[config.mk]
export PLATFORM = sky130hd
export DESIGN_NAME = aes_key_sched_ctrl
export DESIGN_NICKNAME = d
export VERILOG_FILES = /design/src/rtl/aes_key_sched_ctrl.sv
export SDC_FILE = /design/constraint.sdc
export NUM_CORES = 1
export LEC_CHECK = 0
export CAP_MARGIN = 20
export CORE_MARGIN = 3
export CORE_UTILIZATION = 30
export CTS_CLUSTER_DIAMETER = 50
export DETAILED_ROUTE_END_ITERATION = 10
export SYNTH_ARGS = -nofsm -noshare
export SYNTH_HDL_FRONTEND = slang
export SYNTH_SLANG_ARGS = --single-unit
[constraint.sdc]
create_clock -name i_clk -period 5 [get_ports i_clk]
set_clock_uncertainty 0.05 [all_clocks]
set_input_delay 0.75 -clock i_clk [delete_from_list [all_inputs] [get_ports i_clk]]
set_output_delay 0.75 -clock i_clk [all_outputs]
set_load 0.01 [all_outputs]
[src/rtl/aes_key_sched_ctrl.sv]
// aes_key_sched_ctrl
//
// Sequencer for the AES-128 key expansion. It latches a cipher key on an
// accepted start. It then streams the 11 round keys (rk_idx 0..10) over a
// valid/ready handshake. Between consecutive keys it spends one EXPAND cycle
// using the shared rcon table and the shared 4-byte S-box.
//
// Optional feature, selected by the macro AES_KEY_STORE_EN:
//   defined   - an 11x128 store captures every handshaked key; rd_key is
//               a registered read of store[rd_idx] (0 for rd_idx > 10).
//   undefined - no store; rd_key is constant 0 and rd_idx is ignored.
//
// Ports:
//   i_clk        system clock, rising edge
//   i_rst_n      asynchronous active-low reset
//   i_start      start request, accepted only in IDLE
//   i_abort      synchronous cancel back to IDLE (no done pulse)
//   i_key_in     cipher key, w0 = key_in[127:96]
//   o_rcon_round round index presented to the rcon table (= rk_idx)
//   i_rcon_in    rcon byte for o_rcon_round
//   o_sbox_in    RotWord(w3) presented to the shared S-box
//   i_sbox_out   byte-wise S-box of o_sbox_in
//   o_rk_valid   round key valid
//   i_rk_ready   consumer accepts the round key
//   o_rk_idx     index of the presented key, 0..10
//   o_round_key  current round key {w0,w1,w2,w3}
//   o_busy       run in progress
//   o_done       one-cycle pulse after key 10 handshakes
//   i_rd_idx     stored-key read index
//   o_rd_key     stored-key read data
module aes_key_sched_ctrl (
    input  logic         i_clk,
    input  logic         i_rst_n,
    input  logic         i_start,
    input  logic         i_abort,
    input  logic [127:0] i_key_in,
    output logic [3:0]   o_rcon_round,
    input  logic [7:0]   i_rcon_in,
    output logic [31:0]  o_sbox_in,
    input  logic [31:0]  i_sbox_out,
    output logic         o_rk_valid,
    input  logic         i_rk_ready,
    output logic [3:0]   o_rk_idx,
    output logic [127:0] o_round_key,
    output logic         o_busy,
    output logic         o_done,
    input  logic [3:0]   i_rd_idx,
    output logic [127:0] o_rd_key
);

    localparam logic [3:0] LastIdx = 4'd10;

    typedef enum logic [1:0] {StIdle, StEmit, StExpand, StFin} state_e;

    state_e         r_state;
    logic           r_rk_valid;
    logic           r_busy;
    logic           r_done;
    logic [3:0]     r_rk_idx;
    logic [127:0]   r_round_key;

    logic [31:0]    w_w0, w_w1, w_w2, w_w3;
    logic [31:0]    w_t;
    logic [31:0]    w_n0, w_n1, w_n2, w_n3;
    logic           w_hs;

    assign w_w0 = r_round_key[127:96];
    assign w_w1 = r_round_key[95:64];
    assign w_w2 = r_round_key[63:32];
    assign w_w3 = r_round_key[31:0];

    // RotWord(w3) is driven in every state; the S-box result is only consumed in EXPAND.
    assign o_sbox_in = {w_w3[23:0], w_w3[31:24]};

    assign w_t  = i_sbox_out ^ {i_rcon_in, 24'h00_0000};
    assign w_n0 = w_w0 ^ w_t;
    assign w_n1 = w_w1 ^ w_n0;
    assign w_n2 = w_w2 ^ w_n1;
    assign w_n3 = w_w3 ^ w_n2;

    assign w_hs = r_rk_valid && i_rk_ready;

    always_ff @(posedge i_clk or negedge i_rst_n) begin
        if (!i_rst_n) begin
            r_state     <= StIdle;
            r_rk_valid  <= 1'b0;
            r_busy      <= 1'b0;
            r_done      <= 1'b0;
            r_rk_idx    <= 4'd0;
            r_round_key <= '0;
        end else begin
            r_done <= 1'b0;
            if (i_abort) begin
                // Key register and index are left as-is; they are don't-care in IDLE.
                r_state    <= StIdle;
                r_rk_valid <= 1'b0;
                r_busy     <= 1'b0;
            end else begin
                unique case (r_state)
                    StIdle: begin
                        if (i_start) begin
                            r_round_key <= i_key_in;
                            r_rk_idx    <= 4'd0;
                            r_rk_valid  <= 1'b1;
                            r_busy      <= 1'b1;
                            r_state     <= StEmit;
                        end
                    end
                    StEmit: begin
                        if (i_rk_ready) begin
                            r_rk_valid <= 1'b0;
                            if (r_rk_idx == LastIdx) begin
                                r_busy  <= 1'b0;
                                r_done  <= 1'b1;
                                r_state <= StFin;
                            end else begin
                                r_state <= StExpand;
                            end
                        end
                    end
                    StExpand: begin
                        r_round_key <= {w_n0, w_n1, w_n2, w_n3};
                        r_rk_idx    <= r_rk_idx + 4'd1;
                        r_rk_valid  <= 1'b1;
                        r_state     <= StEmit;
                    end
                    StFin: begin
                        // A start seen here is dropped; the sequencer must pass through IDLE.
                        r_state <= StIdle;
                    end
                    default: begin
                        r_state <= StIdle;
                    end
                endcase
            end
        end
    end

    assign o_rcon_round = r_rk_idx;
    assign o_rk_valid   = r_rk_valid;
    assign o_rk_idx     = r_rk_idx;
    assign o_round_key  = r_round_key;
    assign o_busy       = r_busy;
    assign o_done       = r_done;

`ifdef AES_KEY_STORE_EN
    logic [127:0] r_store [11];
    logic [127:0] r_rd_key;

    // Entries survive abort and completed runs; only reset clears them.
    always_ff @(posedge i_clk or negedge i_rst_n) begin
        if (!i_rst_n) begin
            for (int i = 0; i < 11; i++) begin
                r_store[i] <= '0;
            end
            r_rd_key <= '0;
        end else begin
            if (w_hs) begin
                r_store[r_rk_idx] <= r_round_key;
            end
            if (i_rd_idx <= LastIdx) begin
                r_rd_key <= r_store[i_rd_idx];
            end else begin
                r_rd_key <= '0;
            end
        end
    end

    assign o_rd_key = r_rd_key;
`else
    logic w_unused_rd;
    assign w_unused_rd = ^{i_rd_idx, w_hs};
    assign o_rd_key    = '0;
`endif

endmodule

# Word-level counts from Yosys, hierarchy flattened
# Index checks and enable logic that the tools add are counted.
classes:
  addsub: 1
  n_eq_ne: 8
  mux: 21
  bitwise_logic: 6
  reduce_logical: 8
ops:
  columns: ["operator", "count"]
  rows:
  - ["case mux 128 bit (2 select lines)", 1]
  - ["bitwise XOR 32 bit", 5]
  - ["two-way mux 128 bit", 1]
  - ["two-way mux 1 bit", 11]
  - ["!= test 3 bit (second input constant)", 3]
  - ["case mux 2 bit (4 select lines)", 1]
  - ["case mux 4 bit (2 select lines)", 1]
  - ["two-way mux 2 bit", 3]
  - ["AND reduction 3 bit", 2]
  - ["adder 4 x 1 -> 4 bit (second input constant)", 1]
  - ["equality test 2 bit (second input constant)", 2]
  - ["equality test 4 bit (second input constant)", 1]
  - ["two-way mux 4 bit", 1]
  - ["AND reduction 4 bit", 1]
  - ["nonzero test 4 bit", 1]
  - ["case mux 1 bit (3 select lines)", 1]
  - ["nonzero test 3 bit", 1]
  - ["equality test 2 x 1 -> 1 bit (second input constant)", 1]
  - ["logical NOT 2 bit", 1]
  - ["!= test 2 bit (second input constant)", 1]
  - ["case mux 1 bit (2 select lines)", 1]
  - ["AND reduction 2 bit", 1]
  - ["nonzero test 2 bit", 1]
  - ["NOT 1 bit", 1]
word_totals:
  register_bits: 137
  in_bits: 177
  word_cells: 50

# Logic depth before layout (Yosys ltp)
# Gate-level depths: netlist of run 1.
logic_depth:
  depth_word: 6
  ltp_mapped: 8
  ltp_nobuf: 6

# Least setup slack after synthesis of run 1
# No wires, ideal clock.
synth_timing:
  kind: "in2reg"
  start: "in i_start"
  end: "reg r_round_key[117] (netlist: o_round_key[117])"
  setup_ns: 0.126
  arrival_ns: 1.836
  path_slack_ns: 2.988
  path_stages: 7
  n_path_buf: 3
  cell_sequence: "buf_2 -> or2_1 -> buf_2 -> clkbuf_1 -> nand4b_1 -> a21oi_1 -> a221o_1"
synth_via:
  elab_chain_len: 2
synth_rtl:
  columns: ["item", "line", "rtl"]
  rows:
  - ["start: declaration", "34", "input logic i_start,"]
  - ["!= test 2 bit (no line)", null, null]
  - ["AND reduction 3 bit (no line)", null, null]
  - ["end signal: assignment", "102", "r_round_key <= i_key_in;"]
  - ["end signal: assignment", "122", "r_round_key <= {w_n0, w_n1, w_n2, w_n3};"]
  - ["end: declaration", "60", "logic [127:0] r_round_key;"]
# No other way between the ends.
# A chain may end at the register's enable or synchronous reset.

# Final worst setup path of run 1
layout_timing:
  start: "in i_abort"
  end: "reg r_round_key[115] (netlist: o_round_key[115])"
layout_via:
  elab_chain_len: 2
layout_rtl:
  columns: ["item", "line", "rtl"]
  rows:
  - ["start: declaration", "35", "input logic i_abort,"]
  - ["NOT 1 bit (no line)", null, null]
  - ["AND reduction 3 bit (no line)", null, null]
# No other way between the ends.

==> qor.yml, run 1 <==
global_routing:
  grt_pass1_vias: 9575
  antenna_found_initial: 4
  top_usage_layer: "met2"
  grt_overflow_total: 0
  grtUsageMet3_pct: 4.17
  track_usage_pct: 20.1
  grt_max_degree: 80
  grt_pass1_wl_mm: 59.5
  met1_usage_pct: 25.6
  grt_util_met2_pct: 34.7
finish:
  drive_gt1_share_pct: 5.28
  layout.cells.non_filler: 1920
  nets: 1623
  fin_util_pct: 40.8
  fin_area_um2: 14600
  areaGrowthSynthToFinish_pct: 34.1
yosys:
  synthFlopType: "dfrtp_1"
  ys_seq_elements: 137
  postSynthAreaPerCell_um2: 9.02
  async_reset_ff_share_pct: 100
  synth_top_cell_area_share_pct: 31.6
  synth_most_common_cell: "buf_4"
  synthCells: 1203
  yosysTopAreaCell: "dfrtp_1"
  netlist_top_cells_count: "buf_4 (164), dfrtp_1 (137), a21oi_1 (89), o21ai_0 (80), o22ai_1 (64)"
  yosysUniqueCellTypes: 50
  synth-xor-area-share_pct: 13.3
  synth.area.mux_share_pct: 2.86
  ys_seq_area_share_pct: 31.6
  synth-edff-count: 0
  yosys_warnings: 0
  yosys.area_share.adder_pct: 0.231
  synth-compound-area-share_pct: 20.6
  synth_top_family_by_area: "compound AO/OA/AOI/OAI gates"
  syn_area_um2: 10900
  netlist_top_cells_area: "dfrtp_1 (32%), buf_4 (11%), xnor3_1 (6.0%)"
  synth-simple-area-share_pct: 15.9
drt:
  post_drt_via_cell_ratio: 5.26
  drt_pre_antenna_iters: 5
  totalWireLength_mm: 40.2
  route.detailed.drc: 0
  drtAntennaViolNets: 0
  vias: 10100
  drt-initial-drc-count: 543
  wl_per_cell_um: 21.0
placed_design:
  gp_congestion: 0.810
  place_area_um2: 13900
  hpwl_mm: 27.0
  place.port_buffers: 343
  dp_cells: 1885
clock_network:
  cts_tree: "built"
  clk_latency_ns: 0.44
  cts.sinks: 137
  cts_hold_buf: 0
  post_cts_resized: 0
  cts_root_buffer: "clkbuf_16"
  cts_made_buffers: 17
  clock_path_buffers: 2
  clk_pin_slew_ns: 0.07
  htree_num_levels: 4
  cts_setup_buffers: 0
sta:
  worst_slew_pin_slew_ns: 1.08
  rsz0062_at_grt: "false"
  fin_crit_ns: 3.03
  setup_viol: 0
  relSlewSlack_pct: 27.7
  drv_slew: 0
  fmax_mhz: 330
  hold_ws_ns: 0.258
  hold_violations: 0
  fin_tns_setup_ns: 0
  finalCritPeriodShare_pct: 60.6
worst_setup_path:
  crit_type: "primary input to flop"
  critPathLaunchType: "primary input"
  endpoint_kind: "flop"
  cp_top_family: "simple AND/OR/NAND/NOR gates"
  path_cells: "clkdlybuf4s50_1 -> nor2_4 -> nand2_2 -> nor2_4 -> a221o_1"
  worstPathArrival_ns: 3.36
  r2r-start: "r_state[0]"
  critPathBufInv: 1
  critical_path.max_stage_delay_ns: 0.83
  critical_path_required_ns: 5.33
  crit_top_cell: "nor2_4"
  critPathLaunch: "i_abort"
  critPathMaxFanout: 24
  crit_slowest_cell: "nor2_4"
power_and_ir_drop:
  ir_drop_v: 0.000241
  leakage_uw: 0.00582
  power_density_nw_per_um2: 377
die:
  core_um2: 35700
  num_io_pins: 476
  die_x_um: 196
  dieArea_um2: 38500
  die_h_um: 196
  start_util_pct: 30.4
  rows: 69
job:
  drv_cap: 0
status:
  outcome: "completed"
min_path:
  hp-class: "primary input to async pin"
==> per-stage QoR <==
stage	total power [µW]	setup slack [ns]
floorplan	3110	2.99
global placement	4010	1.40
detailed placement	4060	1.40
CTS	5530	1.88
global route	5790	1.78
finish	5480	1.97
==> kinds of logic after synthesis <==
kind of cell | Yosys count
adder cells (fa/ha/maj) | 2
flip-flops | 137
other | 1
buffers and inverters | 269
AO/OA/AOI/OAI | 355
AND/OR/NAND/NOR | 306
multiplexers | 31
XOR/XNOR | 102
==> flip-flops by register name (all words and copies together) (netlist names) <==
| name | flops |
|---|---|
| o_round_key | 128 |
| o_rcon_round | 4 |
| r_state | 2 |
| o_busy | 1 |
| o_done | 1 |
| o_rk_valid | 1 |
==> path summary, 6_finish.rpt <==
check	slack [ns]	depth (start not counted)	end
worst max register to register	2.12	4	o_round_key[115]
min in group i_clk	0.53	2	o_rk_valid
worst min register to register	0.53	2	o_rk_valid
worst max-delay path	1.97	5	o_round_key[115]
worst min-delay path	0.26	1	o_round_key[124]
max in group asynchronous	3.70	2	o_round_key[98]
==> area by class of cell <==
class,count,area [µm²]
Antenna cell,2,5.00
Clock buffer,19,443
Clock inverter,13,200
Fill cell,3542,21100
Inverter,4,15.0
Multi-Input combinational cell,924,6270
Sequential cell,137,3430
Tap cell,461,577
Timing Repair Buffer,360,3610
==> power by group <==
| group | total, µW | switching [µW] | leakage, µW | internal [µW] |
|---|---|---|---|---|
| Combinational | 2250 | 970 | 0.00391 | 1280 |
| Sequential | 1790 | 450 | 0.00159 | 1340 |
| Clock | 1440 | 545 | 0.000316 | 895 |
==> cell usage in the layout, fill, tap and decap left out, types with 3 or more instances in the layout <==
| cell | n |
|---|---|
| clkdlybuf4s50_1 | 342 |
| dfrtp_1 | 136 |
| conb_1 | 128 |
| a21oi_1 | 89 |
| o21ai_0 | 80 |
| o22ai_1 | 64 |
| nand3_1 | 53 |
| xor2_1 | 52 |
| nor2_1 | 51 |
| nand4_1 | 34 |
| a22oi_1 | 32 |
| mux2i_1 | 31 |
| nand2_1 | 29 |
| xnor3_1 | 29 |
| nand4b_1 | 26 |
| nor3_1 | 25 |
| nand2b_1 | 24 |
| a221o_1 | 24 |
| nor3b_1 | 22 |
| a31oi_1 | 21 |
| o2111ai_1 | 21 |
| clkbuf_16 | 17 |
| or2_2 | 16 |
| buf_4 | 14 |
| xnor2_1 | 11 |
| xor3_1 | 10 |
| a2bb2oi_1 | 9 |
| o211ai_1 | 8 |
| bufinv_16 | 5 |
| clkinv_2 | 5 |
| or2_0 | 4 |
| inv_1 | 3 |
| nor2_4 | 3 |
==> worst register-to-register path, cell delays in order, from the launching register on <==
cell     delay, ns
dfrtp_1       0.55
nor2_4        0.61
nand2_2       0.49
nor2_4        0.83
a221o_1       0.29
==> routing by layer <==
layer  vias up  share of wire [%]
li1       4644                  -
met1      4995                 43
met2       400                 50
met3        50                5.6
met4         4                1.9
met5         -              0.062
No activity file was read; power rests on OpenSTA's default activity.
==> inputs of run 2 (changes only) <==
==> constraint.sdc (replaced) <==
create_clock -name i_clk -period 2.8 [get_ports i_clk]
set_clock_uncertainty 0.05 [all_clocks]
set_input_delay 0.42 -clock i_clk [delete_from_list [all_inputs] [get_ports i_clk]]
set_output_delay 0.42 -clock i_clk [all_outputs]
set_load 0.01 [all_outputs]
==> run 2 against run 1 <==
  * Critical path depth is 1 lower
  * Clock-buffer cell count unchanged
  * First-iteration DRC count is 7.9% higher
  * Sequential share of layout area down 0.17 points
  * Wire length shrank 0.59%
  * Sequential power increased by 79%
  * Worst hold slack better by 0.19 ns
  * Clock power up 69%
  * Power grew 77%
  * Final cell count grew 0.57%
  * Critical path type is now flop to flop
  * Core utilization up 0.30 points
  * Non-clock buffer count grew 11
==> qor.yml, run 2 (synthesis results as in run 1) <==
status:
  outcome: "completed"  # unchanged
sta:
  worst_slew_pin_slew_ns: 0.931  # was 1.08 ns
  fin_crit_ns: 2.14
  fmax_mhz: 467
  hold_violations: 0  # unchanged
  drv_slew: 0  # unchanged
  setup_viol: 0  # unchanged
  finalCritPeriodShare_pct: 76.5
  fin_tns_setup_ns: 0  # unchanged
  hold_ws_ns: 0.446  # was 0.258 ns
  rsz0062_at_grt: "false"  # unchanged
  relSlewSlack_pct: 37.8  # was 27.7%
finish:
  mostFrequentLayoutCells: "clkdlybuf4s50_1 (342), dfrtp_1 (136), conb_1 (128)"  # unchanged
  fin_area_um2: 14700  # was 14600 µm²
  largest_register_ffs: 128  # unchanged
  layout.cells.non_filler: 1931  # was 1920
  fin_util_pct: 41.1  # was 40.8%
  final_common_cell: "clkdlybuf4s50_1"  # unchanged
  drive_gt1_share_pct: 5.86  # was 5.28%
  areaGrowthSynthToFinish_pct: 35.1  # was 34.1%
  nFillCells: 3540  # was 3542
  nets: 1634  # was 1623
clock_network:
  clk_pin_slew_ns: 0.06  # was 0.07 ns
  cts_made_buffers: 17  # unchanged
  cts_root_buffer: "clkbuf_16"  # unchanged
  clk_latency_ns: 0.44  # about the same
  cts.sinks: 137  # unchanged
  clock_path_buffers: 2  # unchanged
  cts_tree: "built"  # unchanged
  htree_num_levels: 4  # unchanged
worst_setup_path:
  r2r_cells: 4  # unchanged
  endpoint_kind: "flop"  # unchanged
  r2r_end: "o_round_key[109]"  # was o_round_key[115]
  critPathLaunchType: "flop"  # was primary input
  critPathMaxFanout: 24  # unchanged
  r2r-start: "r_state[1]"  # was r_state[0]
  critical_path_required_ns: 3.12  # was 5.33 ns
  worstPathArrival_ns: 2.46  # was 3.36 ns
  reg2reg_slack_ns: 0.66  # was 2.12 ns
  crit_type: "flop to flop"  # was primary input to flop
power_and_ir_drop:
  power_frac_comb_pct: 41.8  # was 41.0%
  p_int_uw: 6190  # was 3520 µW
  pwr-share-clk_pct: 25.2  # was 26.3%
  seq_power_share_pct: 33.0  # was 32.7%
  power_density_nw_per_um2: 661  # was 377 nW/µm²
  ir_drop_v: 0.000441  # was 0.000241 V
  leakage_uw: 0.00587  # was 0.00582 µW
  p_sw_share_pct: 36.1  # was 35.8%
  p_switching_uw: 3500  # was 1970 µW
global_routing:
  met1_usage_pct: 26.7  # was 25.6%
  track_usage_pct: 19.9  # was 20.1%
  grt_util_met2_pct: 33.1  # was 34.7%
  grt_pass1_vias: 9614  # was 9575
  grtUsageMet3_pct: 3.43  # was 4.17%
  grt_overflow_total: 0  # unchanged
  grt_max_degree: 83  # was 80
  antenna_found_initial: 3  # was 4
  top_usage_layer: "met2"  # unchanged
  grt_pass1_wl_mm: 59.1  # was 59.5 mm
drt:
  drt-initial-drc-count: 586  # was 543
  post_drt_via_cell_ratio: 5.21  # was 5.26
  drtAntennaViolNets: 0  # unchanged
  route.detailed.drc: 0  # unchanged
  vias: 10100  # about the same
  drt_pre_antenna_iters: 5  # unchanged
  totalWireLength_mm: 40.0  # was 40.2 mm
  wl_per_cell_um: 20.7  # was 21.0 µm
die:
  core_um2: 35700  # unchanged
  num_io_pins: 476  # unchanged
  die_x_um: 196  # unchanged
  rows: 69  # unchanged
  die_h_um: 196  # unchanged
  dieArea_um2: 38500  # unchanged
  start_util_pct: 30.4  # unchanged
min_path:
  hp-class: "primary input to async pin"  # unchanged
placed_design:
  gp_congestion: 0.775  # was 0.810
  dp_cells: 1896  # was 1885
  place_area_um2: 14000  # was 13900 µm²
  hpwl_mm: 27.2  # was 27.0 mm
  place.port_buffers: 343  # unchanged
job:
  drv_cap: 0  # unchanged
-- run 2: how the worst max path moves through the flow --
stage                from          endpoint  slack [ns]  cells after the start
2_1_floorplan     i_start  o_round_key[117]        1.12                      7
6_report       r_state[1]  o_round_key[109]        0.66                      4
3_3_place_gp      i_start  o_round_key[113]        0.41                      5
5_1_grt        r_state[0]   o_round_key[23]        0.55                      5
4_1_cts        r_state[1]  o_round_key[115]        0.63                      4
3_5_place_dp      i_start  o_round_key[105]        0.39                      5
-- run 2: metrics by stage --
step / power (µW) / worst slack (ns)
after floorplan: 5560 / 1.12
final: 9690 / 0.657
after global routing: 10200 / 0.545
after detailed placement: 7280 / 0.386
after CTS: 9770 / 0.627
after global placement: 7200 / 0.411
-- run 2: area by class of cell --
type | count | area, µm² | area share (%)
Antenna cell | 2 | 5.00 | 0.0341
Clock buffer | 19 | 433 | 2.95
Clock inverter | 13 | 178 | 1.21
Inverter | 4 | 15.0 | 0.102
Multi-Input combinational cell | 924 | 6270 | 42.8
Sequential cell | 137 | 3430 | 23.4
Tap cell | 461 | 577 | 3.93
Timing Repair Buffer | 371 | 3750 | 25.6
-- run 2: critical path: stages (launching register included) --
cell	delay [ns]
dfrtp_4	0.59
or2_4	0.30
nand2_2	0.12
nor2_4	0.71
a221o_1	0.27
-- run 2: per-layer routing --
layer | wire [µm] | share of wire (%)
met5 | 13 | 0.033
met4 | 616 | 1.5
met3 | 2420 | 6.0
met2 | 19500 | 49
met1 | 17400 | 44
-- run 2: power by group through the flow --
stage | sequential (µW) | clock [µW] | combinational (µW)
detailed placement | 3220 | 0 | 4060
CTS | 3190 | 2510 | 4080
finish | 3200 | 2440 | 4050
floorplan | 3140 | 0 | 2430
global route | 3300 | 2580 | 4350
global placement | 3180 | 0 | 4020
-- run 2: repair_timing --
action                                 CTS  global route
resized for setup                        0             0
hold buffers                             1             0
setup buffers                            0             0
endpoints found under the hold margin   42             0
